File: config.mk
export PLATFORM = sky130hd
export DESIGN_NAME = logic_op_scheduler_flat
export DESIGN_NICKNAME = d
export VERILOG_FILES = /design/src/rtl/logic_op_scheduler_if.sv /design/src/rtl/logic_op_scheduler.sv /design/src/flat_wrapper.sv
export SDC_FILE = /design/constraint.sdc
export NUM_CORES = 1
export LEC_CHECK = 0
export ABC_CLOCK_PERIOD_IN_PS = 4000
export BUFFER_PORTS_ARGS = -buffer_cell sky130_fd_sc_hd__buf_2
export CAP_MARGIN = 10
export CORE_MARGIN = 5
export CORE_UTILIZATION = 53
export CTS_CLUSTER_DIAMETER = 40
export CTS_CLUSTER_SIZE = 10
export DETAILED_ROUTE_END_ITERATION = 16
export HOLD_SLACK_MARGIN = 0.05
export PLACE_DENSITY = 0.88
export SLEW_MARGIN = 20
export SYNTH_ARGS = -nofsm -noshare
export SYNTH_HDL_FRONTEND = slang
export SYNTH_SLANG_ARGS = --single-unit
File: constraint.sdc
create_clock -name clk -period 4 [get_ports clk]
set_input_delay 0.2 -clock clk [delete_from_list [all_inputs] [get_ports clk]]
set_output_delay 0.2 -clock clk [all_outputs]
set_load 0.03 [all_outputs]
File: src/rtl/logic_op_scheduler_if.sv
// Request/response bundle between the two ALU requesters and the shared bitwise unit.
// The scheduler takes the slave side; the requesters (or a bench) take the master side.
interface logic_op_scheduler_if #(
  parameter int WIDTH = 16
);
  logic             req0_valid;
  logic [1:0]       req0_op;
  logic [WIDTH-1:0] req0_a;
  logic [WIDTH-1:0] req0_b;
  logic             req0_ready;

  logic             req1_valid;
  logic [1:0]       req1_op;
  logic [WIDTH-1:0] req1_a;
  logic [WIDTH-1:0] req1_b;
  logic             req1_ready;

  logic             rsp0_valid;
  logic             rsp0_ready;
  logic             rsp1_valid;
  logic             rsp1_ready;
  logic [WIDTH-1:0] rsp_data;
  logic             rsp_zero;
  logic             busy;

  modport slave (
    input  req0_valid, req0_op, req0_a, req0_b,
    output req0_ready,
    input  req1_valid, req1_op, req1_a, req1_b,
    output req1_ready,
    output rsp0_valid,
    input  rsp0_ready,
    output rsp1_valid,
    input  rsp1_ready,
    output rsp_data, rsp_zero, busy
  );

  modport master (
    output req0_valid, req0_op, req0_a, req0_b,
    input  req0_ready,
    output req1_valid, req1_op, req1_a, req1_b,
    input  req1_ready,
    input  rsp0_valid,
    output rsp0_ready,
    input  rsp1_valid,
    output rsp1_ready,
    input  rsp_data, rsp_zero, busy
  );
endinterface

File: src/rtl/logic_op_scheduler.sv
// Round-robin scheduler sharing one bitwise logic unit (OR/NOR/AND/XOR) between two requesters.
// One operation in flight; the registered result is held until its owner takes it.
//
// state | meaning
// IDLE  | waiting for a request; grant is combinational, round-robin on `last`
// EXEC  | operands captured; result computed and registered at the end of this cycle
// RESP  | result held on rsp_data/rsp_zero until the owner's rsp_ready
module logic_op_scheduler #(
  parameter int WIDTH = 16
) (
  input  logic                 clk,
  input  logic                 rst,
  logic_op_scheduler_if.slave  bus
);

  localparam logic [1:0] OP_OR  = 2'b00;
  localparam logic [1:0] OP_NOR = 2'b01;
  localparam logic [1:0] OP_AND = 2'b10;

  typedef enum logic [1:0] {
    IDLE = 2'b00,
    EXEC = 2'b01,
    RESP = 2'b10
  } state_t;

  state_t           state_q;
  state_t           state_d;
  logic             last_q;
  logic             owner_q;
  logic [1:0]       op_q;
  logic [WIDTH-1:0] a_q;
  logic [WIDTH-1:0] b_q;
  logic [WIDTH-1:0] result;
  logic [WIDTH-1:0] rsp_data_q;
  logic             rsp_zero_q;
  logic             rsp_valid_q;
  logic             grant0;
  logic             grant1;
  logic             accept_open;
  logic             accept;
  logic             take;

  // With both requesters pending, the one not served last wins.
  always_comb begin
    grant0 = bus.req0_valid && (!bus.req1_valid || last_q);
    grant1 = bus.req1_valid && (!bus.req0_valid || !last_q);
  end

  // Ready is also gated by rst since the async reset lands the state in IDLE.
  assign accept_open    = (state_q == IDLE) && !rst;
  assign bus.req0_ready = accept_open && grant0;
  assign bus.req1_ready = accept_open && grant1;
  assign accept         = bus.req0_ready || bus.req1_ready;
  assign take           = owner_q ? bus.rsp1_ready : bus.rsp0_ready;

  always_comb begin
    result = a_q ^ b_q;
    case (op_q)
      OP_OR:   result = a_q | b_q;
      OP_NOR:  result = ~(a_q | b_q);
      OP_AND:  result = a_q & b_q;
      default: result = a_q ^ b_q;
    endcase
  end

  always_ff @(posedge clk or posedge rst) begin
    if (rst) begin
      state_q <= IDLE;
    end else begin
      state_q <= state_d;
    end
  end

  always_comb begin
    state_d = state_q;
    case (state_q)
      IDLE:    if (accept) state_d = EXEC;
      EXEC:    state_d = RESP;
      RESP:    if (take) state_d = IDLE;
      default: state_d = IDLE;
    endcase
  end

  always_ff @(posedge clk or posedge rst) begin
    if (rst) begin
      op_q    <= 2'b00;
      a_q     <= '0;
      b_q     <= '0;
      owner_q <= 1'b0;
      last_q  <= 1'b1;
    end else if (state_q == IDLE && accept) begin
      op_q    <= bus.req1_ready ? bus.req1_op : bus.req0_op;
      a_q     <= bus.req1_ready ? bus.req1_a  : bus.req0_a;
      b_q     <= bus.req1_ready ? bus.req1_b  : bus.req0_b;
      owner_q <= bus.req1_ready;
      last_q  <= bus.req1_ready;
    end
  end

  always_ff @(posedge clk or posedge rst) begin
    if (rst) begin
      rsp_data_q  <= '0;
      rsp_zero_q  <= 1'b0;
      rsp_valid_q <= 1'b0;
    end else begin
      case (state_q)
        IDLE: ;
        EXEC: begin
          rsp_data_q  <= result;
          rsp_zero_q  <= (result == '0);
          rsp_valid_q <= 1'b1;
        end
        RESP: if (take) rsp_valid_q <= 1'b0;
        default: rsp_valid_q <= 1'b0;
      endcase
    end
  end

  assign bus.rsp0_valid = rsp_valid_q && !owner_q;
  assign bus.rsp1_valid = rsp_valid_q && owner_q;
  assign bus.rsp_data   = rsp_data_q;
  assign bus.rsp_zero   = rsp_zero_q;
  assign bus.busy       = (state_q == EXEC) || (state_q == RESP);

endmodule

File: src/flat_wrapper.sv
// flat-port wrapper written by rule: the top's interface ports become plain ports
module logic_op_scheduler_flat 
#(
  parameter int WIDTH = 16
)
  (clk, rst, bus_req0_valid, bus_req0_op, bus_req0_a, bus_req0_b, bus_req0_ready, bus_req1_valid, bus_req1_op, bus_req1_a, bus_req1_b, bus_req1_ready, bus_rsp0_valid, bus_rsp0_ready, bus_rsp1_valid, bus_rsp1_ready, bus_rsp_data, bus_rsp_zero, bus_busy);
  logic_op_scheduler_if #(.WIDTH(WIDTH)) bus_i ();
  input  logic clk;
  input  logic rst;
  input wire logic [$bits(bus_i.req0_valid)-1:0] bus_req0_valid;
  input wire logic [$bits(bus_i.req0_op)-1:0] bus_req0_op;
  input wire logic [$bits(bus_i.req0_a)-1:0] bus_req0_a;
  input wire logic [$bits(bus_i.req0_b)-1:0] bus_req0_b;
  output wire logic [$bits(bus_i.req0_ready)-1:0] bus_req0_ready;
  input wire logic [$bits(bus_i.req1_valid)-1:0] bus_req1_valid;
  input wire logic [$bits(bus_i.req1_op)-1:0] bus_req1_op;
  input wire logic [$bits(bus_i.req1_a)-1:0] bus_req1_a;
  input wire logic [$bits(bus_i.req1_b)-1:0] bus_req1_b;
  output wire logic [$bits(bus_i.req1_ready)-1:0] bus_req1_ready;
  output wire logic [$bits(bus_i.rsp0_valid)-1:0] bus_rsp0_valid;
  input wire logic [$bits(bus_i.rsp0_ready)-1:0] bus_rsp0_ready;
  output wire logic [$bits(bus_i.rsp1_valid)-1:0] bus_rsp1_valid;
  input wire logic [$bits(bus_i.rsp1_ready)-1:0] bus_rsp1_ready;
  output wire logic [$bits(bus_i.rsp_data)-1:0] bus_rsp_data;
  output wire logic [$bits(bus_i.rsp_zero)-1:0] bus_rsp_zero;
  output wire logic [$bits(bus_i.busy)-1:0] bus_busy;
  assign bus_i.req0_valid = bus_req0_valid;
  assign bus_i.req0_op = bus_req0_op;
  assign bus_i.req0_a = bus_req0_a;
  assign bus_i.req0_b = bus_req0_b;
  assign bus_req0_ready = bus_i.req0_ready;
  assign bus_i.req1_valid = bus_req1_valid;
  assign bus_i.req1_op = bus_req1_op;
  assign bus_i.req1_a = bus_req1_a;
  assign bus_i.req1_b = bus_req1_b;
  assign bus_req1_ready = bus_i.req1_ready;
  assign bus_rsp0_valid = bus_i.rsp0_valid;
  assign bus_i.rsp0_ready = bus_rsp0_ready;
  assign bus_rsp1_valid = bus_i.rsp1_valid;
  assign bus_i.rsp1_ready = bus_rsp1_ready;
  assign bus_rsp_data = bus_i.rsp_data;
  assign bus_rsp_zero = bus_i.rsp_zero;
  assign bus_busy = bus_i.busy;
  logic_op_scheduler #(.WIDTH(WIDTH)) u_core (.clk(clk), .rst(rst), .bus(bus_i));
endmodule
==> flow_summary.json <==
{
  "hpwl_mm": 5.61,
  "antenna_left": 0,
  "relSlewSlack_pct": 33.0,
  "intPower_mw": 1.76,
  "r2r-end": "u_core.a_q[1]$_DFFE_PP0P_",
  "p_sw_mw": 1.51,
  "grt_pass1_wl_mm": 12.3,
  "drv_slew": 0,
  "synth-edff-count": 0,
  "holdCritPathClass": "in2reg",
  "diodes": 0,
  "fin_skew_ns": 0.00731,
  "yosys.cell_types.count": 30,
  "comb_power_share_pct": 54.7,
  "worst_pin_slew_ns": 1.01,
  "finalWeightedCongestion": 0.798,
  "synth_warnings": 0,
  "ys_ff_latch": 56,
  "regArea_mm2": 0.00140,
  "p_seq_share_pct": 35.3,
  "worstSetupPathType": "reg2out",
  "max_freq_mhz": 411,
  "avgSynthCellArea_um2": 9.74,
  "path_max_fanout": 36,
  "drive_gt1_share_pct": 26.8,
  "clk_latency_ns": 0.31,
  "die_w_um": 92.0,
  "drt_pre_antenna_iters": 4,
  "finalSetupViolCount": 0,
  "outcome": "complete, no violations",
  "synth.yosys.seq_area_share_pct": 39.4,
  "wirelength_mm": 7.29,
  "htree_num_levels": 2,
  "numCtsBuffers": 5,
  "cts_max_path_buffers": 2,
  "drc": 0,
  "viasPerCell": 5.24,
  "power_density_mw_per_mm2": 791,
  "max_cap_viol_count": 0,
  "crit_path_start_kind": "register",
  "fin_crit_sh_pct": 60.8,
  "fin_crit_ns": 2.43,
  "grtUsageTotal_pct": 17.5,
  "synthesis.area_mm2": 0.00356,
  "grt_max_degree": 69,
  "nets": 561,
  "initial_core_util_pct": 55.2,
  "min_to": "u_core.last_q$_DFFE_PP1P_",
  "grt_pass1_vias": 2758,
  "rsz0062_at_grt": "false",
  "multi_input_area_mm2": 0.00187,
  "clock_power_share_pct": 10.0,
  "r2r_setup_slack_ns": 1.71,
  "synth_flop_cell": "dfrtp_1",
  "clock-root-buffer": "clkbuf_8",
  "leakage_nw": 2.37,
  "die_area_mm2": 0.00846,
  "clk_pin_slew_ns": 0.09,
  "min_from": "bus_req1_valid",
  "hold-path-cell-count": 3,
  "ios": 96,
  "cp.arrival_ns": 2.23,
  "setup_tns_ns": 0,
  "drt_iter0_markers": 113,
  "worstReg2RegStart": "u_core.state_q[0]$_DFFE_PP0P_",
  "numPortBuffers": 95,
  "grt-ovfl-total": 0,
  "wire_per_inst_um": 13.8,
  "n_fill_cell": 516,
  "tritoncts": "done",
  "area_delta_synth_final_pct": 15.9,
  "dpl.cell_count": 520,
  "irDropWorstVdd_mv": 0.282,
  "coreArea_mm2": 0.00646,
  "rows": 29,
  "clkSinkCount": 56,
  "antenna_found_initial": 0,
  "whs_ns": 0.144,
  "switching_share_pct": 46.1,
  "reg2regPathDepth": 7,
  "worstSetupEndpointType": "primary output",
  "synthArstFlopShare_pct": 100,
  "fin_cells": 528,
  "syn_inst": 366,
  "required_ns": 3.80,
  "vias": 2769,
  "syn-num-nets": 476,
  "die_y_um": 92.0,
  "hold_violations": 0
}
## power groups by stage
stage / combinational, mW / sequential [mW] / clock (mW)
2_1_floorplan: 1.35 / 1.18 / 0
3_3_place_gp: 1.67 / 1.14 / 0
3_5_place_dp: 1.77 / 1.17 / 0
4_1_cts: 1.80 / 1.15 / 0.339
5_1_grt: 2.00 / 1.20 / 0.356
6_report: 1.79 / 1.15 / 0.328
## cells by family (layout without fill, tap and decap cells)
group	after synthesis	count (layout)	synth area share, %
adder cells (fa/ha/maj)	36	36	12.6
AO/OA/AOI/OAI	65	65	9.66
XOR/XNOR	16	16	4.14
AND/OR/NAND/NOR	67	67	7.72
buffers and inverters	62	147	8.18
multiplexers	64	64	18.3
flip-flops	56	56	39.4
## Yosys cell counts (2+ instances only)
master    count  area (um2)
dfrtp_1      55        1380
mux2i_1      55         551
a21oi_1      48         240
nor2_1       47         176
inv_1        39         146
ha_1         36         450
nand2_1      13        48.8
o21ai_1      10        50.1
xnor2_1      10        87.6
clkbuf_1      9        33.8
mux2_2        6        67.6
xor2_1        5        43.8
buf_4         4        30.0
buf_2         3        15.0
mux2_1        3        33.8
nand4_1       3        18.8
o21ai_0       3        15.0
buf_1         2        7.51
buf_12        2        40.0
inv_2         2        7.51
nor2b_1       2        12.5
## final cells by class
| cell class | count | area share (%) |
|---|---|---|
| inverter | 41 | 3.73 |
| multi-input combinational | 248 | 45.3 |
| clock buffer | 7 | 2.33 |
| tap | 77 | 2.33 |
| timing repair buffer | 99 | 12.3 |
| sequential | 56 | 34.0 |
## worst max-delay path by stage
stage | startpoint | to | slack, ns | depth (start not counted)
global route | u_core.state_q[1]$_DFFE_PP0P_ | bus_req1_ready | 1.39 | 7
finish | u_core.state_q[0]$_DFFE_PP0P_ | bus_req1_ready | 1.57 | 7
detailed placement | u_core.state_q[1]$_DFFE_PP0P_ | u_core.b_q[11]$_DFFE_PP0P_ | 1.70 | 7
global placement | u_core.state_q[0]$_DFFE_PP0P_ | u_core.b_q[11]$_DFFE_PP0P_ | 1.79 | 7
CTS | u_core.state_q[0]$_DFFE_PP0P_ | bus_req1_ready | 1.53 | 7
floorplan | u_core.state_q[0]$_DFFE_PP0P_ | u_core.a_q[10]$_DFFE_PP0P_ | 2.24 | 9
## sequential cells by signal, summed over array words and instances (netlist names), 2 cells and up
name,cells
u_core.a_q,16
u_core.op_q,2
u_core.b_q,16
u_core.state_q,2
u_core.bus.rsp_data,16
## repair_timing
action | in CTS | in global routing
buffers inserted | 0 | 0
hold buffers | 1 | 0
resized for setup | 0 | 0
hold endpoints to repair | 25 | 0
## through the flow
stage	setup WS (ns)	util [%]	area (um2)	total power, mW
finish	1.57	63.9	4130	3.27
global route	1.39	63.9	4130	3.56
detailed placement	1.70	62.3	4020	2.94
global placement	1.79	62.3	4020	2.81
floorplan	2.24	-	3560	2.53
CTS	1.53	63.9	4130	3.29
## layer usage
layer,vias to the layer above,wire length [um],GRT usage (%)
li1,1379,-,-
met1,1304,3150,23.2
met2,77,3660,29.7
met3,9,407,3.11
met4,0,72,4.21
met5,-,0,0
## cell usage in the layout, fill, tap and decap left out, types with 2 or more instances in the layout
cell type | synthesis | routed
buf_2 | 3 | 95
dfrtp_1 | 55 | 54
nor2b_1 | 2 | 2
o21ai_1 | 10 | 10
buf_4 | 4 | 3
mux2i_1 | 55 | 55
nor2_1 | 47 | 47
nand4_1 | 3 | 3
inv_2 | 2 | 3
a21oi_1 | 48 | 48
clkbuf_8 | 0 | 7
o21ai_0 | 3 | 3
xnor2_1 | 10 | 10
mux2_1 | 3 | 3
xor2_1 | 5 | 5
mux2_2 | 6 | 6
nand2_1 | 13 | 13
ha_1 | 36 | 36
inv_1 | 39 | 38
## worst max-delay path, cell delays in order, from the launching register on
cell and delay [ns]:
dfrtp_1 0.38, inv_1 0.09, ha_1 0.22, nor2b_1 0.16, nand2_1 0.09, a21o_2 0.77, inv_2 0.02, buf_2 0.20
No activity file was read; power rests on OpenSTA's default activity.
